[src/rtl/fetch_stage_pkg.sv]
// Shared types and default constants for the instruction-fetch stage.
package fetch_stage_pkg;

    localparam logic [31:0] RESET_PC_DEFAULT = 32'h0000_0000;
    localparam logic [31:0] NOP_INST_DEFAULT = 32'h0000_0013;

    typedef enum logic {
        BOOT = 1'b0,
        RUN  = 1'b1
    } fetch_state_t;

endpackage

[src/rtl/fetch_stage_pc_reg.sv]
// Program counter: redirect has priority over hold, otherwise step by 4.
module fetch_stage_pc_reg #(
    parameter logic [31:0] RESET_PC = 32'h0000_0000
) (
    input  logic        clk,
    input  logic        rst,
    input  logic        redirect,
    input  logic        hold,
    input  logic [31:0] target,
    output logic [31:0] pc
);

    always_ff @(posedge clk or posedge rst) begin
        if (rst) begin
            pc <= RESET_PC;
        end else if (redirect) begin
            pc <= target;
        end else if (!hold) begin
            pc <= pc + 32'd4;
        end
    end

endmodule

[src/rtl/fetch_stage.sv]
// Fetch stage: PC, IF/ID register and boot FSM; kills wrong-path work on EX redirect.
// Define FETCH_PERF_EN to add saturating redirect/stall performance counters.
module fetch_stage
    import fetch_stage_pkg::*;
#(
    parameter logic [31:0] RESET_PC = RESET_PC_DEFAULT,
    parameter logic [31:0] NOP_INST = NOP_INST_DEFAULT
) (
    input  logic        cpu_clk,
    input  logic        cpu_rst,
    input  logic        stall,
    input  logic        jump_flag,
    input  logic [31:0] ex_npc,
    input  logic [31:0] irom_inst,
    output logic [31:0] if_pc,
    output logic [31:0] if_id_pc,
    output logic [31:0] if_id_pc4,
    output logic [31:0] if_id_inst,
    output logic        if_id_valid,
    output logic        flush_id_ex
`ifdef FETCH_PERF_EN
    ,
    output logic [31:0] perf_redirects,
    output logic [31:0] perf_stalls
`endif
);

    fetch_state_t state;
    logic         redirect;
    logic         hold;
    logic [31:0]  target;

    // EX only carries bubbles during BOOT, so a redirect then is meaningless.
    assign redirect    = (state == RUN) && jump_flag;
    assign hold        = (state == BOOT) || stall;
    assign target      = ex_npc & 32'hFFFF_FFFC;
    assign flush_id_ex = redirect;

    fetch_stage_pc_reg #(
        .RESET_PC (RESET_PC)
    ) u_pc_reg (
        .clk      (cpu_clk),
        .rst      (cpu_rst),
        .redirect (redirect),
        .hold     (hold),
        .target   (target),
        .pc       (if_pc)
    );

    always_ff @(posedge cpu_clk or posedge cpu_rst) begin
        if (cpu_rst) begin
            state       <= BOOT;
            if_id_pc    <= 32'h0;
            if_id_pc4   <= 32'h0;
            if_id_inst  <= NOP_INST;
            if_id_valid <= 1'b0;
        end else begin
            case (state)
                BOOT: begin
                    state       <= RUN;
                    if_id_pc    <= 32'h0;
                    if_id_pc4   <= 32'h0;
                    if_id_inst  <= NOP_INST;
                    if_id_valid <= 1'b0;
                end
                RUN: begin
                    if (jump_flag) begin
                        if_id_pc    <= 32'h0;
                        if_id_pc4   <= 32'h0;
                        if_id_inst  <= NOP_INST;
                        if_id_valid <= 1'b0;
                    end else if (!stall) begin
                        if_id_pc    <= if_pc;
                        if_id_pc4   <= if_pc + 32'd4;
                        if_id_inst  <= irom_inst;
                        if_id_valid <= 1'b1;
                    end
                end
                default: state <= BOOT;
            endcase
        end
    end

`ifdef FETCH_PERF_EN
    // A stall that coincides with a redirect is counted only as a redirect.
    always_ff @(posedge cpu_clk or posedge cpu_rst) begin
        if (cpu_rst) begin
            perf_redirects <= 32'h0;
            perf_stalls    <= 32'h0;
        end else if (state == RUN) begin
            if (jump_flag && (perf_redirects != 32'hFFFF_FFFF)) begin
                perf_redirects <= perf_redirects + 32'd1;
            end
            if (!jump_flag && stall && (perf_stalls != 32'hFFFF_FFFF)) begin
                perf_stalls <= perf_stalls + 32'd1;
            end
        end
    end
`endif

endmodule
[config.mk]
export PLATFORM = sky130hd
export DESIGN_NAME = fetch_stage
export DESIGN_NICKNAME = d
export VERILOG_FILES = /design/src/rtl/fetch_stage_pkg.sv /design/src/rtl/fetch_stage_pc_reg.sv /design/src/rtl/fetch_stage.sv
export SDC_FILE = /design/constraint.sdc
export NUM_CORES = 1
export LEC_CHECK = 0
export CAP_MARGIN = 15
export CORE_MARGIN = 2
export CORE_UTILIZATION = 40
export DETAILED_ROUTE_END_ITERATION = 16
export PLACE_DENSITY = 0.7
export SLEW_MARGIN = 10
export SYNTH_ARGS = -nofsm -noshare
export SYNTH_HDL_FRONTEND = slang
export SYNTH_SLANG_ARGS = --single-unit
export TNS_END_PERCENT = 10
[constraint.sdc]
create_clock -name cpu_clk -period 7.06 [get_ports cpu_clk]
set_input_delay 1.412 -clock cpu_clk [delete_from_list [all_inputs] [get_ports cpu_clk]]
set_output_delay 1.412 -clock cpu_clk [all_outputs]
set_load 0.01 [all_outputs]
== Word-level counts from Yosys, hierarchy flattened ==
Index checks and enable logic that the tools add are counted.
Word-level totals
  flip-flop bits (word level): 130
  output and inout bits: 130
  bits of input ports: 68
Cells by class
  add/subtract/negate cells: 1
  equal/unequal tests: 2
  reduce and logical (&&, ||, !) cells: 2
  bitwise logic cells: 1
  multiplexer cells: 14
Operators by type and width (count)
  2-to-1 mux 32 bit: 8
  one-hot mux 32 bit (2 select lines): 3
  adder 32 x 3 -> 32 bit (second input constant): 1
  != test 3 bit (second input constant): 1
  2-to-1 mux 1 bit: 2
  != test 2 bit (second input constant): 1
  one-hot mux 1 bit (2 select lines): 1
  logical AND 1 bit: 1
  logical OR 1 bit: 1
  inverter 1 bit: 1

== Logic depth before layout (Yosys ltp) ==
  word-level depth: 4
  gate-level depth with buffers: 7
  mapped depth without buffers: 5

== Modules after synthesis ==
From an unflattened synthesis, not the netlist that was laid out.
Unflattened totals
  cell total of the unflattened synthesis: 566
  area total of the unflattened synthesis: 5948.2 µm²
By module, submodules not included
  fetch_stage: cells each 366, area an instance 4096.4 µm², instances 1
  fetch_stage_pc_reg: cells each 200, area an instance 1851.8 µm², instances 1

== Worst setup path after synthesis ==
OpenSTA, ideal clock, no wires.
  path kind: input to output
  start point: input port jump_flag
  end point: output port flush_id_ex
  slack: 3776 ps
  data required time: 5648 ps
  stages: 3
  data arrival time: 1872 ps
  path buffers: 1
  path through: clkbuf_1 nand2_1 inv_2
Between the ends
  word-level cells in the longest chain between the ends: 1
RTL lines
  start, declared: line fetch_stage.sv:12  | input logic jump_flag,
  logical AND 1 bit: line fetch_stage.sv:34  | assign redirect = (state == RUN) && jump_flag;
  end, declared: line fetch_stage.sv:20  | output logic flush_id_ex
No other way between the ends.

== Worst setup path after layout ==
Ends and elaborated chain as after synthesis.

==> results.ini <==
[clock_tree]
numCtsBuffers=17
cts-resized-gates=0
cts-root-buf=clkbuf_16
cts_tree=yes
cts_num_sinks=125
worst_skew_pair.late_latency_ps=420
clk_path_buf_depth=2
htreeDepth=4
cts_hold_buf=0
clk_pin_slew_ps=60
cts_setup_buffers=0

[floorplanning]
fp.coreArea_um2=15700
rows=46
initial_core_util_pct=40.5
ioPinCount=198
die_w_um=130
die-height_um=130
dieArea_um2=16900

[sta]
period_share_pct=71.1
grt_setup_unrepaired=no
hold_slack_ps=484
tns_ps=0
relSlewSlack_pct=39.4
worst_pin_slew_ps=902
timing.fmax_mhz=199
setup_ws_ps=2040
setup_viol=0
skew_ps=8.13
finalHoldViolCount=0
min_period_ps=5020
final_max_slew_viol_count=0

[drt]
drtPass1Iterations=5
avgViaCountPerCell=5.64
drt-initial-drc-count=410
wl_per_cell_um=18.9
drc_errors=0
wl_mm=19.5
ant_nets=0
num_vias=5816

[synthesis]
synthCells=647
synth-async-reset-ratio_pct=100
ys.flop_type=dfrtp_1
synth_seq_cells=125
synth_top_area_cell=dfrtp_1
syn_avg_cell_area_um2=9.83
ys_types=59
post-synth-top-count-cell=dfrtp_1
synth_area_leaders=dfrtp_1, mux2i_1, nor2_1
synth_top_area_share_pct=48.0
ys_warn_count=0
synth_commonest_cells=dfrtp_1, nor2_1, mux2i_1
synth_edf_count=0
syn_area_um2=6360
ys_seq_area_share_pct=49.2

[place]
dp_hpwl_mm=13.0
dpl_worst_slack_ps=2070
gp_congestion=0.819
io_buffers=193

[run]
drv_cap=0

[setup_path]
ff2ff_setup_slack_ps=4240
start_kind=input port
crit_arrival_ps=3610
critPathMaxFanout=36
cp_data_required_time_ps=5650
reg2reg_from=u_pc_reg.pc[2]$_DFFE_PP0P_
r2r_cells=5
reg2reg_to=u_pc_reg.pc[20]$_DFFE_PP0P_
crit_type=input port to output port
endpoint_kind=output port

[global_routing]
antenna_found_initial=0
first_global_vias=5744
track_usage_pct=23.5
grt_max_degree=65
grt_pass1_wl_mm=30.6
grt_overflow_total=0

[layout]
area_growth_pct=39.9
final_nets=871
drive_gt1_share_pct=7.73
num_antenna_cells=0

[pwr]
power.total_mw=2.09
p_leak_nw=3.65
powerDensity_nw_per_um2=234
vdd_drop_max_mv=0.161

[min_path]
hp-class=flip-flop to flip-flop
worstHoldEndpoint=if_id_valid$_DFFE_PP0P_
min_path_cells=1
hold_start=if_id_valid$_DFFE_PP0P_

[outcome]
outcome=completed

==> cell usage in the layout, fill, tap and decap left out, types with 9 or more instances in the layout <==
cell	count
a21oi_1	29
a31oi_1	11
nor3_1	14
nor2_1	86
buf_4	9
nand4_1	12
xnor2_1	11
a211oi_1	15
clkbuf_16	17
dfrtp_1	122
o21ai_0	37
mux2i_1	57
nand2_1	36
nand3_1	12
clkdlybuf4s50_1	192
nor4_1	10
a311oi_1	17
==> power breakdown <==
part	internal, mW	total, mW	switching [mW]
Sequential	0.764	0.845	0.0817
Combinational	0.186	0.369	0.183
Clock	0.538	0.871	0.333
==> worst max-delay path by stage <==
stage	startpoint	to	slack [ps]
2_1_floorplan	cpu_rst	if_id_inst[10]$_DFFE_PP0P_	2330
3_3_place_gp	jump_flag	flush_id_ex	2060
3_5_place_dp	jump_flag	flush_id_ex	2070
4_1_cts	jump_flag	flush_id_ex	2060
5_1_grt	jump_flag	flush_id_ex	1920
6_report	jump_flag	flush_id_ex	2040
==> critical path, stage by stage <==
cell	delay (ps)
clkdlybuf4s50_1	450
buf_4	360
nand2_1	410
inv_2	340
clkdlybuf4s50_1	610
==> layout make-up <==
type | instances | area [µm²]
clock buffer | 19 | 453
clock inverter | 13 | 139
fill | 1368 | 6810
inverter | 10 | 42.5
multi-input combinational | 447 | 2870
sequential | 125 | 3130
tap | 216 | 270
timing repair buffer | 201 | 1990
==> flip-flops by register name, indices dropped and copies added, names as in the netlist <==
register     count
if_id_valid      1
if_id_inst      32
state            1
if_id_pc4       30
if_id_pc        31
u_pc_reg.pc     30
==> metrics by stage <==
stage | cells | area (µm²) | utilization, %
final | 1031 | 8900 | 56.6
after global routing | 1031 | 8900 | 56.6
after CTS | 1031 | 8900 | 56.6
after detailed placement | 999 | 8310 | 52.9
after global placement | 999 | 8310 | 52.9
after floorplan | 648 | 6360 | -
==> metal layers <==
| layer | share of wire, % | track usage [%] |
|---|---|---|
| met4 | 3.3 | 10.2 |
| met1 | 41 | 30.7 |
| met2 | 47 | 35.7 |
| met5 | 0 | 0 |
| met3 | 8.8 | 8.08 |
==> kinds of logic after synthesis <==
family | synth area share, %
muxes | 8.97
DFF | 49.2
xor gates and xnor gates | 1.65
and+or+nand+nor | 19.0
AOI/OAI and AO/OA | 15.1
adders and majority gates | 0.197
buffers and inverters | 5.72
other | 0.118
No activity file was read; power rests on OpenSTA's default activity.
